[src/rtl/mist_io_spi_master.sv]
// SPI mode-0 initiator feeding user_io: one command byte plus 0..4 payload bytes per
// transaction, with SS held low throughout and a fixed setup/hold/gap around the burst.
module mist_io_spi_master #(
    parameter int CLK_DIV = 2
) (
    input  logic        clk_sys,
    input  logic        res_n,
    input  logic        cmd_valid,
    output logic        cmd_ready,
    input  logic [7:0]  cmd_code,
    input  logic [2:0]  cmd_len,
    input  logic [31:0] cmd_data,
    output logic        done,
    output logic [31:0] rx_data,
    output logic        spi_sck,
    output logic        spi_mosi,
    output logic        spi_ss_n,
    input  logic        spi_miso,
    output logic [2:0]  dbg_state
);

    // Request handshake: a transaction is taken on any clk_sys edge where cmd_valid and
    // cmd_ready are both high; cmd_ready is high exactly while IDLE and cmd_* are not
    // looked at again after that edge.
    typedef enum logic [2:0] {IDLE, SETUP, SHIFT, HOLD, GAP} state_t;

    localparam logic [15:0] DIV_LAST = 16'(CLK_DIV - 1);

    state_t      state_q, state_d;
    logic [15:0] div_q, div_d;
    logic [5:0]  bit_q, bit_d;
    logic [5:0]  nbits_q, nbits_d;
    logic [39:0] sh_q, sh_d;
    logic [31:0] rx_q, rx_d;
    logic        sck_q, sck_d;
    logic        mosi_q, mosi_d;
    logic        ss_n_q, ss_n_d;
    logic        done_q, done_d;

    logic        tick;
    logic [2:0]  len_eff;
    logic [5:0]  bit_nxt;

    assign tick    = (div_q == DIV_LAST);
    assign len_eff = (cmd_len > 3'd4) ? 3'd4 : cmd_len;
    assign bit_nxt = bit_q + 6'd1;

    always_comb begin
        state_d = state_q;
        div_d   = div_q;
        bit_d   = bit_q;
        nbits_d = nbits_q;
        sh_d    = sh_q;
        rx_d    = rx_q;
        sck_d   = sck_q;
        mosi_d  = mosi_q;
        ss_n_d  = ss_n_q;
        done_d  = 1'b0;
        case (state_q)
            IDLE: begin
                if (cmd_valid) begin
                    // Payload goes out LSB byte first, each byte MSB first; unused tail bytes are never shifted out.
                    sh_d    = {cmd_code, cmd_data[7:0], cmd_data[15:8], cmd_data[23:16], cmd_data[31:24]};
                    nbits_d = {len_eff, 3'b000} + 6'd8;
                    mosi_d  = cmd_code[7];
                    ss_n_d  = 1'b0;
                    sck_d   = 1'b0;
                    div_d   = '0;
                    bit_d   = '0;
                    rx_d    = '0;
                    state_d = SETUP;
                end
            end
            SETUP: begin
                if (tick) begin
                    div_d   = '0;
                    state_d = SHIFT;
                end else begin
                    div_d = div_q + 16'd1;
                end
            end
            SHIFT: begin
                if (tick) begin
                    div_d = '0;
                    if (!sck_q) begin
                        sck_d = 1'b1;
                        rx_d  = {rx_q[30:0], spi_miso};
                    end else begin
                        sck_d = 1'b0;
                        bit_d = bit_nxt;
                        if (bit_nxt == nbits_q) begin
                            state_d = HOLD;
                        end else begin
                            sh_d   = {sh_q[38:0], 1'b0};
                            mosi_d = sh_q[38];
                        end
                    end
                end else begin
                    div_d = div_q + 16'd1;
                end
            end
            HOLD: begin
                if (tick) begin
                    div_d   = '0;
                    ss_n_d  = 1'b1;
                    state_d = GAP;
                end else begin
                    div_d = div_q + 16'd1;
                end
            end
            GAP: begin
                if (tick) begin
                    div_d   = '0;
                    done_d  = 1'b1;
                    state_d = IDLE;
                end else begin
                    div_d = div_q + 16'd1;
                end
            end
            default: state_d = IDLE;
        endcase
    end

    always_ff @(posedge clk_sys or negedge res_n) begin
        if (!res_n) begin
            state_q <= IDLE;
            div_q   <= '0;
            bit_q   <= '0;
            nbits_q <= '0;
            sh_q    <= '0;
            rx_q    <= '0;
            sck_q   <= 1'b0;
            mosi_q  <= 1'b0;
            ss_n_q  <= 1'b1;
            done_q  <= 1'b0;
        end else begin
            state_q <= state_d;
            div_q   <= div_d;
            bit_q   <= bit_d;
            nbits_q <= nbits_d;
            sh_q    <= sh_d;
            rx_q    <= rx_d;
            sck_q   <= sck_d;
            mosi_q  <= mosi_d;
            ss_n_q  <= ss_n_d;
            done_q  <= done_d;
        end
    end

    assign cmd_ready = (state_q == IDLE);
    assign done      = done_q;
    assign rx_data   = rx_q;
    assign spi_sck   = sck_q;
    assign spi_mosi  = mosi_q;
    assign spi_ss_n  = ss_n_q;
    assign dbg_state = state_q;

endmodule

[config.mk]
export PLATFORM = sky130hd
export DESIGN_NAME = mist_io_spi_master
export DESIGN_NICKNAME = d
export VERILOG_FILES = /design/src/rtl/mist_io_spi_master.sv
export SDC_FILE = /design/constraint.sdc
export NUM_CORES = 1
export LEC_CHECK = 0
export ABC_AREA = 1
export CAP_MARGIN = 0
export CORE_UTILIZATION = 45
export CTS_CLUSTER_DIAMETER = 150
export CTS_CLUSTER_SIZE = 30
export DETAILED_ROUTE_END_ITERATION = 12
export DONT_BUFFER_PORTS = 1
export HOLD_SLACK_MARGIN = 0.03
export PLACE_DENSITY_LB_ADDON = 0.05
export SYNTH_ARGS = -nofsm -noshare
export SYNTH_HDL_FRONTEND = slang
export SYNTH_SLANG_ARGS = --single-unit
[constraint.sdc]
create_clock -name clk_sys -period 4.1 [get_ports clk_sys]
set_clock_uncertainty 0.1 [all_clocks]
set_input_delay 0.41 -clock clk_sys [delete_from_list [all_inputs] [get_ports clk_sys]]
set_output_delay 0.41 -clock clk_sys [all_outputs]
set_load 0.02 [all_outputs]
After elaboration in Yosys (flattened, before gate mapping):

Index checks and enable logic that the tools add are counted.

* bits in registers: 106
* input bits: 47
* output and inout bits: 40
* logic and storage cells: 80

* add/sub/neg operators: 3
* magnitude comparators: 1
* equality and inequality tests: 15
* mux-type cells: 38
* reductions and logical operators: 13

Operator list (count)
* 39-bit 2-to-1 mux: 4
* 32-bit 2-to-1 mux: 3
* 39-bit one-hot mux with 2 select lines: 1
* 32-bit one-hot mux with 2 select lines: 1
* 16-bit 2-to-1 mux: 2
* 16-bit one-hot mux with 2 select lines: 1
* 3-bit 2-to-1 mux: 8
* 6-bit 2-to-1 mux: 3
* 2-bit != test (second input constant): 9
* 16-bit by 1-bit adder with 16-bit output (second input constant): 1
* 16-bit by 1-bit == test with 1-bit output (second input constant): 1
* 3-bit one-hot mux with 5 select lines: 1
* 6-bit one-hot mux with 2 select lines: 1
* 1-bit 2-to-1 mux: 10
* 4-bit AND reduction: 2
* 7-bit AND reduction: 1
* 6-bit by 1-bit adder with 6-bit output (second input constant): 1
* 6-bit by 4-bit adder with 6-bit output (second input constant): 1
* 3-bit by 2-bit == test with 1-bit output (second input constant): 2
* 6-bit == test: 1
* 1-bit one-hot mux with 2 select lines: 3
* 3-bit AND reduction: 2
* 2-bit nonzero test: 3
* 5-bit AND reduction: 1
* other kinds (6): 7

Logic depth before layout (Yosys ltp):

Gate-level depths: netlist of the first run.

* depth in word-level cells: 6
* depth in mapped cells: 13
* mapped depth without buffers: 12

Worst setup path after synthesis of the first run:

OpenSTA, ideal clock, no wires.

* kind: register to register
* start point: reg state_q[0] (netlist: dbg_state[0])
* end point: reg rx_q[27] (netlist: rx_data[27])
* library setup time: 0.126 ns
* arrival time: 1.704 ns
* data required time: 3.874 ns
* setup slack: 2.170 ns
* cell stages (with the launch flop): 8
* path buffers: 1
* clock period less this slack: 1.930 ns
* cell sequence: dfrtp_1 > inv_2 > nand2_4 > nor2_2 > inv_1 > a21oi_4 > clkbuf_2 > o21ai_0

* word-level cells in the longest chain between the ends: 3
* elaborated cells between the ends (all ways): 8
* those cells by class: eq/ne (4); mux (1); reduce/logical (3)

RTL lines
* start, declared: line 29 `state_t state_q, state_d;`
* start signal, assigned: line 137 `state_q <= state_d;`
* 3-bit zero test (*)
* named net cmd_ready: line 9 `output logic cmd_ready,`
* 2-bit != test (no source line) / 2-bit nonzero test (equally long branches)
* 4-bit AND reduction (no source line)
* end signal, assigned: line 142 `rx_q <= rx_d;`
* end, declared: line 34 `logic [31:0] rx_q, rx_d;`

The timed path passes the listed nets; every way through them passes the cells marked *.
A chain may end at the register's enable or synchronous reset.

Final worst setup path of the first run:

* start point: reg state_q[0] (netlist: dbg_state[0])
* end point: reg sh_q[28]

* word-level cells in the longest chain between the ends: 3
* elaborated cells between the ends (all ways): 9
* those cells by class: eq/ne (5); mux (1); reduce/logical (3)

RTL lines
* 3-bit by 2-bit == test with 1-bit output / 3-bit zero test (equally long branches): line 59 `case (state_q)`
* 2-bit != test (no source line) / 2-bit nonzero test (equally long branches)
* 5-bit AND reduction (no source line)
* end signal, assigned: line 130 `sh_q <= '0;`
* end signal, assigned: line 141 `sh_q <= sh_d;`
* end, declared: line 33 `logic [39:0] sh_q, sh_d;`

Several ways; a longest one is shown, not always the timed one.

==> metrics.yaml, run 1 <==
run_status:
  violations: "design-rule violations"
  status: "complete, but fails checks"
synth:
  synth_seq_area_share_pct: 47.83
  synth.distinct_cells: 32
  yosysTopAreaCell: "dfrtp_1"
  synth_compound_area_share_pct: 6.196
  netlist_area_sq_um: 5391
  ys_top_cells_by_area: "dfrtp_1, nand2_1, nand3_1"
  synthesis.instances: 696
  synth-simple-area-share_pct: 34.11
  synth-xor-area-share_pct: 1.625
  muxShareOfSynthArea_pct: 0
  netlist.area_leader.share_pct: 47.34
  avgSynthCellArea_sq_um: 7.746
  synth_top_family_by_area: "simple AND/OR/NAND/NOR gates"
  synthesis.nets: 747
  synth_seq_cells: 103
  synth_fa_ha_area_share_pct: 0.9283
  yosysWarnings: 0
route:
  antenna_left: 0
  vias: 4266
  route.detailed.drc: 6
  wl_um: 11440
  wl_per_cell_um: 13.86
  firstDrtPassIters: 9
  drtIter0Drc: 326
  viasPerCell: 5.171
floorplanning:
  num_io_pins: 87
  die_area_sq_um: 12420
  fp.coreArea_sq_um: 11560
  die_w_um: 111.5
  die_h_um: 111.5
  initial_core_util_pct: 46.62
  rows: 39
layout:
  num-fill-cells: 1163
  layout-drive-gt1-share_pct: 7.478
  multi_input_area_sq_um: 2311
  seqCellArea_sq_um: 2579
  syn_to_final_growth_pct: 4.758
  final_cell_mix: "nand2_1, dfrtp_1, nand3_1"
  nets: 730
  final_common_cell: "nand2_1"
  fin_area_sq_um: 5648
  antenna_cells: 0
cts:
  clk_path_buf_depth: 2
  insertion_delay_ns: 0.34
  cts_setup_buffers: 0
  htree_levels: 3
  cts.clk_slew.worst_paths_ns: 0.07
  ctsHoldBuffers: 2
  root_buffer: "clkbuf_16"
  cts_tree: "built"
  clock_sinks: 103
  cts-buffers-inserted: 9
  cts.repair.resized: 0
timing:
  relSlewSlack_pct: 45.21
  tns_ns: 0
  tightest_slew_ns: 0.8218
  layout_min_cycle_time_ns: 3.021
  setup_violations: 0
  slew_viol_final: 0
  rsz0062_at_grt: "false"
  maxClockFrequency_mhz: 331.1
  finalHoldViolCount: 0
  fin_crit_sh_pct: 73.67
global_route:
  antenna_found_initial: 0
  grt-ovfl-total: 0
  grt_pass1_wl_um: 19650
  grt_pass1_vias: 3995
  grtUsageTotal_pct: 19.70
  grt_start_max_net_pins: 104
pwr:
  total_power_mw: 4.624
  power.leakage_nw: 2.794
  power_density_nw_per_um2: 818.7
  max-vdd-ir-drop_v: 0.0003235
critical_path:
  cp_slowest_stage_delay_ns: 0.63
  slowest_stage: "buf_4"
  start_kind: "register"
  cp_cell_sequence: "inv_2 > nand2_4 > nor2_8 > buf_4 > nand3_4 > nand2_4 > nand2_1 > nand2_1"
  worstPathRequired_ns: 4.28
  worstSetupPathType: "register to register"
  endpoint_kind: "register"
  crit_arrival_ns: 3.21
  crit_fanout: 77
placement:
  place.gp.congestion: 0.8518
  portBuffers: 0
  place_area_sq_um: 5350
  dp_hpwl_um: 7257
job:
  maxCapViolations: 0
worst_hold_path:
  hp-class: "primary input to register"
## final cells by class
cell class                 count  share of cell area [%]
timing repair buffer           4                  0.9304
clock buffer                   9                   3.988
inverter                      71                   4.719
clock inverter                 5                  0.6203
sequential                   103                   45.66
multi-input combinational    490                   40.92
tap                          143                   3.168
## per-stage QoR
stage	util (%)	setup WS [ns]	instances	hold slack, ns
floorplan	-	2.170	696	0.01441
global placement	46.26	1.088	809	0.01717
detailed placement	46.26	1.035	809	0.01740
CTS	48.84	1.002	825	0.1127
global route	48.84	0.7760	825	0.1324
finish	48.84	1.079	825	0.1206
## critical path: cells and delay by family, from the launching register on
kind	cells	cell delay (ns)
buffers and inverters	2	0.77
AND/OR/NAND/NOR	6	1.56
flip-flops	1	0.48
## layer usage
| layer | GRT usage, % | part of all wire (%) |
|---|---|---|
| met5 | 0 | 0 |
| met4 | 7.297 | 1.8 |
| met3 | 4.954 | 6.2 |
| met2 | 30.54 | 46 |
| met1 | 26.70 | 46 |
## path summary, 6_finish.rpt
path / start / endpoint / slack, ns / cells after the start
min in group asynchronous: res_n / rx_data[28] / 0.57 / 2
max in group asynchronous: res_n / spi_ss_n / 2.93 / 2
worst max-delay path: dbg_state[0] / sh_q[28] / 1.08 / 8
worst min-delay path: spi_miso / rx_data[0] / 0.12 / 2
worst min register to register: sh_q[34] / sh_q[34] / 0.37 / 2
worst max register to register: dbg_state[0] / sh_q[28] / 1.08 / 8
## kinds of logic after synthesis
family          count (synthesis)
compound gates                 63
buf+inv                       103
simple gates                  413
xor+xnor                       10
flops                         103
fa+ha+maj                       4
## cells in the mapped netlist
| library cell | number |
|---|---|
| nand2_1 | 255 |
| dfrtp_1 | 102 |
| nand3_1 | 98 |
| inv_1 | 62 |
| o21ai_0 | 43 |
| nor2_1 | 16 |
| buf_6 | 14 |
| o21ai_1 | 13 |
| nor3_1 | 10 |
| inv_2 | 8 |
| nand2_2 | 8 |
| nand4_1 | 8 |
| xor2_1 | 8 |
| clkbuf_1 | 7 |
| nor2_2 | 6 |
| o22ai_1 | 6 |
| buf_2 | 5 |
| ha_1 | 4 |
| buf_1 | 3 |
| clkbuf_2 | 3 |
| nor2_4 | 3 |
| nand2_4 | 2 |
| nor2_8 | 2 |
| xnor2_1 | 2 |
| a21oi_4 | 1 |
| and2_1 | 1 |
| clkinv_1 | 1 |
| dfstp_2 | 1 |
| nand3_2 | 1 |
| nand3_4 | 1 |
| nand3b_1 | 1 |
| or2_2 | 1 |
## flip-flops by register name, indices dropped and copies added, names as in the netlist
register,count
sh_q,39
rx_data,32
bit_q,6
spi_ss_n,1
dbg_state,3
spi_sck,1
spi_mosi,1
nbits_q,3
div_q,16
done,1
## power by group
group / leakage [nW] / switching (mW) / total (mW) / internal [mW]
Sequential: 1.36 / 0.477 / 1.87 / 1.40
Combinational: 1.31 / 1.42 / 1.97 / 0.553
Clock: 0.128 / 0.374 / 0.780 / 0.406
Total: 2.79 / 2.27 / 4.62 / 2.36
Note: power is estimated with default switching activity, not from simulation.
==> inputs of run 2 (changes only) <==
==> constraint.sdc (replaced) <==
create_clock -name clk_sys -period 2.87 [get_ports clk_sys]
set_clock_uncertainty 0.1 [all_clocks]
set_input_delay 0.287 -clock clk_sys [delete_from_list [all_inputs] [get_ports clk_sys]]
set_output_delay 0.287 -clock clk_sys [all_outputs]
set_load 0.02 [all_outputs]
==> metrics.yaml, run 2 (synthesized netlist as in run 1, its figures left out) <==
run_status:
  status: "complete, but fails checks"
  violations: "design-rule violations"
pwr:
  power.leakage_nw: 2.823
  pwr-share-clk_pct: 16.8
  power_switching_share_pct: 48.69
  p_comb_share_pct: 43.2
  max-vdd-ir-drop_v: 0.0004831
  p_seq_share_pct: 40.0
  switchingPower_mw: 3.272
  power_density_nw_per_um2: 1175
  p_int_mw: 3.448
global_route:
  grt_pass1_vias: 4143
  grtUsageTotal_pct: 19.79
  grt_pass1_wl_um: 19690
  grt-ovfl-total: 0
  grt_start_max_net_pins: 104
  antenna_found_initial: 0
floorplanning:
  fp.coreArea_sq_um: 11560
  num_io_pins: 87
  die_h_um: 111.5
  rows: 39
  die_area_sq_um: 12420
  die_w_um: 111.5
  initial_core_util_pct: 46.62
timing:
  setup_violations: 0
  relSlewSlack_pct: 63.37
  maxClockFrequency_mhz: 426.9
  setup_ws_ns: 0.5274
  fin_crit_sh_pct: 81.62
  tns_ns: 0
  rsz0062_at_grt: "false"
  layout_min_cycle_time_ns: 2.343
  tightest_slew_ns: 0.5494
  finalHoldViolCount: 0
  slew_viol_final: 0
worst_hold_path:
  whs_endpoint: "nbits_q[3]"
  min_path_cells: 3
  hp-class: "primary input to register"
  min-delay-start: "cmd_len[0]"
critical_path:
  r2r-end: "div_q[15]"
  endpoint_kind: "register"
  start_kind: "register"
  r2r_start: "dbg_state[2]"
  worstSetupPathType: "register to register"
  reg2reg_slack_ns: 0.53
  crit_fanout: 25
  r2r_cells: 9
  worstPathRequired_ns: 3.04
  crit_arrival_ns: 2.51
route:
  wl_met3_um: 815
  viasPerCell: 5.140
  drtIter0Drc: 392
  wl_um: 11670
  route.met2.wl_um: 5223
  firstDrtPassIters: 9
  vias: 4282
  wl_per_cell_um: 14.01
  antenna_left: 0
  met1Wirelength_um: 5378
  highest_layer: "met4"
  route.detailed.drc: 6
cts:
  cts-buffers-inserted: 9
  clock_sinks: 103
  htree_levels: 3
  clk_path_buf_depth: 2
  root_buffer: "clkbuf_16"
  cts.clk_slew.worst_paths_ns: 0.07
  cts_setup_buffers: 0
  cts_tree: "built"
  insertion_delay_ns: 0.35
layout:
  multi_input_area_sq_um: 2311
  final_common_cell: "nand2_1"
  syn_to_final_growth_pct: 6.034
  seqCellArea_sq_um: 2579
  nets: 736
  layout-drive-gt1-share_pct: 7.971
  largest_reg_flops: 39
  antenna_cells: 0
  num-fill-cells: 1148
  final_cell_mix: "nand2_1, dfrtp_1, nand3_1"
  max_flop_register: "sh_q"
placement:
  pre_cts_slack_ns: 0.5188
  dp_hpwl_um: 7529
  place.gp.congestion: 0.8465
  portBuffers: 0
job:
  maxCapViolations: 0
## run 2: stage by stage
stage / hold slack [ns] / util (%) / instance area (sq um) / instances / power, mW
after CTS: 0.05281 / 49.43 / 5717 / 833 / 6.818
after detailed placement: -0.1047 / 46.63 / 5393 / 813 / 5.616
final: 0.06077 / 49.43 / 5717 / 833 / 6.720
after global placement: -0.1052 / 46.63 / 5393 / 813 / 5.550
after floorplan: -0.1086 / - / 5391 / 696 / 5.188
after global routing: 0.07401 / 49.43 / 5717 / 833 / 7.328
## run 2: critical path: stages (launching register included)
cell and delay, ns:
dfrtp_1 0.55, inv_2 0.10, nand2_4 0.15, nor2_8 0.05, buf_4 0.22, inv_2 0.32
nand2_2 0.24, nor2_4 0.20, inv_2 0.14, o21ai_0 0.18
## run 2: repair_timing
item,CTS,global route
hold endpoints to repair,105,0
resized for setup,0,0
hold buffers,4,0
## run 2: power groups by stage
stage | logic [mW] | clock network [mW] | registers [mW]
2_1_floorplan | 2.60 | 0 | 2.58
3_3_place_gp | 2.85 | 0 | 2.70
3_5_place_dp | 2.91 | 0 | 2.71
4_1_cts | 2.96 | 1.17 | 2.69
5_1_grt | 3.34 | 1.22 | 2.76
6_report | 2.91 | 1.13 | 2.69
## run 2: cell type report
class	count	share of cell area (%)
Clock inverter	5	0.5909
Timing Repair Buffer	10	2.014
Tap cell	143	3.130
Inverter	71	4.662
Sequential cell	103	45.11
Clock buffer	11	4.071
Multi-Input combinational cell	490	40.42
## run 2: how the worst max path moves through the flow
| stage | slack, ns | end | cells past startpoint | startpoint |
|---|---|---|---|---|
| floorplan | 0.94 | rx_data[27] | 7 | dbg_state[0] |
| global route | 0.29 | div_q[0] | 7 | dbg_state[0] |
| finish | 0.53 | div_q[15] | 9 | dbg_state[2] |
| detailed placement | 0.52 | div_q[15] | 9 | dbg_state[0] |
| CTS | 0.50 | div_q[15] | 9 | dbg_state[0] |
| global placement | 0.57 | sh_q[19] | 9 | dbg_state[2] |
## run 2: layer usage
| metal | up-vias | global-route usage (%) |
|---|---|---|
| met5 | - | 0 |
| met4 | 0 | 8.198 |
| met3 | 14 | 4.954 |
| met2 | 105 | 31.50 |
| met1 | 1977 | 25.82 |
| li1 | 2186 | - |
==> patch 1: new RTL, flow settings as in run 1 <==
Take the reset off `rx_q` and load it in a clocked block of its own.
--- a/src/rtl/mist_io_spi_master.sv
+++ b/src/rtl/mist_io_spi_master.sv
@@ -128,7 +128,6 @@
             bit_q   <= '0;
             nbits_q <= '0;
             sh_q    <= '0;
-            rx_q    <= '0;
             sck_q   <= 1'b0;
             mosi_q  <= 1'b0;
             ss_n_q  <= 1'b1;
@@ -139,12 +138,15 @@
             bit_q   <= bit_d;
             nbits_q <= nbits_d;
             sh_q    <= sh_d;
-            rx_q    <= rx_d;
             sck_q   <= sck_d;
             mosi_q  <= mosi_d;
             ss_n_q  <= ss_n_d;
             done_q  <= done_d;
         end
+    end
+
+    always_ff @(posedge clk_sys) begin
+        rx_q <= rx_d;
     end
 
     assign cmd_ready = (state_q == IDLE);
Formal check against the unedited RTL: not equivalent (a bounded check fails within 10 cycles, from zero or initial values; the reset may be asserted at any time).
==> patch 1 against run 1 <==
Design area is 1.8% lower. First-iteration DRC count is 2.1% lower. Cell count is 4.2% lower. Wire length is 2.4% lower. Sequential cell count stayed put. Synthesized area is 3.9% lower. Via count is 4.5% lower. Fmax is 11% lower. Worst setup slack worse by 0.36 ns. Largest cell class unchanged.
Power is not compared: it rests on default switching activity, and its combinational part moved more than twofold at a synthesized area within 25%.
==> patch 1: results (changes against run 1) <==
- M3 GR Usage: 5.69% (+0.74 points)
- TritonCTS Buffers: 9 (unchanged)
- Post-Syn Nets: 708 (-5.2%)
- Filler Cell Count: 1127 (-3.1%)
- Post-synthesis cell type count: 28 (-13%)
- Largest Register: sh_q
- Top FF cell, synth: dfrtp_1
- CTS clk-pin slew, worst paths: 0.07 ns (about the same)
- Met3 wire len: 787 um (+11%)
- M1 GR Usage: 29.1% (+2.4 points)
- Met1 wire length: 5.34 mm (+2.5%)
- Final wirelength: 11.2 mm (-2.4%)
- DR vias: 4072 (-4.5%)
- Leak Pwr: 2.72 nW
- Htree depth: 3 (unchanged)
- Clock Power Share: 39.9%
- Deepest clock path buffer count: 2 (unchanged)
- Root Driver: clkbuf_16
- Arrival time worst endpoint: 3.51 ns (+0.30 ns)
- Hold crit path type: input port to register
- # Post-CTS Setup Buffers: 0 (unchanged)
- VDD IR max: 0.253 mV
- Global-route wire length before repair: 18.8 mm (-4.5%)
- DRT iter0 DRCs: 319 (-2.1%)
- Antenna cells: 0 (unchanged)
- Initial antenna violation count: 0 (unchanged)
- Met2 global-route usage: 29.8% (-0.76 points)
- Status: finished clean
- Flop+latch power: 1.10 mW
- Internal: 1.53 mW
- Final GP Congestion: 0.866 (+1.6%)
- Post-CTS Resized: 0 (unchanged)
- FFs w/ async S/R, synth: 68.9% (-31 points)
- Pre-antenna DRT Iters: 7 (-2)
- DR top layer: met4
- DR WL met2: 4.90 mm (-7.8%)
- Commonest cells in the netlist: 268 x nand2_1, 70 x dfrtp_1, 66 x nor2_1
- Cell Pwr Density: 362 mW/mm^2
- DP Wirelength: 7.14 mm (-1.6%)
- Post-DP Area: 0.00524 mm^2 (-2.2%)
- Final net count: 696 (-4.7%)
- Yosys Warn Count: 0 (unchanged)
- Port Buffers: 0 (unchanged)
- Largest net degree at the start of global routing: 72 (-31%)
- Remaining Overflow, GRT: 0 (unchanged)
- R2R setup slack: 0.72 ns (-0.36 ns)
- Critical Path Fanout Max: 41 (-47%)
- Worst-skew pair later-pin latency: 0.34 ns (about the same)
- Number of flops mapped to enable cells by yosys: 32 (+32)
- Slew @ Worst Pin: 1.02 ns (+0.199 ns)
- Main area contributors after synthesis: dfrtp_1 34%, nand2_1 19%, edfxtp_1 19%
- Sequential fraction of the synthesis area: 52.8% (+5.0 points)
- Vias in the first global route: 3825 (-4.3%)
- Global Route Usage Sum: 20.3% (+0.56 points)
- Share of layout cells above drive strength 1: 6.31% (-1.2 points)
patch 1: final cells by class:
type                       instances  area, um^2  share of cell area (%)
tap                              140         175                    3.16
inverter                          68         255                    4.60
clock buffer                      10         229                    4.13
sequential                       103        2740                    49.4
timing repair buffer               6        67.6                    1.22
multi-input combinational        457        2040                    36.7
clock inverter                     6        43.8                   0.790
patch 1: logic make-up (layout without fill, tap and decap cells):
family | count (synthesis) | after routing | share of synthesized area (%)
AOI/OAI and AO/OA | 31 | 31 | 3.09
xor gates and xnor gates | 4 | 4 | 0.676
adders and majority gates | 4 | 4 | 0.966
DFF | 103 | 103 | 52.8
buffers and inverters | 97 | 90 | 8.11
and+or+nand+nor | 418 | 418 | 34.3
patch 1: critical path: stages (launching register included):
cell     delay, ns
dfrtp_1       0.54
nor2_4        0.08
nand2_2       0.48
nor2_1        0.11
inv_2         0.12
nand3_1       0.12
inv_2         0.56
nand3_2       0.80
nand2_1       0.26
nand2_1       0.07
patch 1: through the flow:
stage | setup slack [ns] | hold WS (ns) | instances | utilization (%)
final | 0.721 | 0.193 | 790 | 50.3
after global routing | 0.248 | 0.194 | 790 | 50.3
after CTS | 0.700 | 0.180 | 790 | 50.3
after detailed placement | 0.712 | 0.0212 | 772 | 47.5
after global placement | 0.809 | 0.0218 | 772 | 47.5
after floorplan | 0.940 | 0.0144 | 657 | -
patch 1: path summary, 6_finish.rpt:
path	depth (start not counted)	start	endpoint
max	9	dbg_state[2]	sh_q[36]
min	2	spi_miso	rx_data[0]
max reg2reg	9	dbg_state[2]	sh_q[36]
min reg2reg	2	sh_q[22]	sh_q[22]
max in group asynchronous	2	res_n	spi_ss_n
min in group asynchronous	2	res_n	div_q[12]
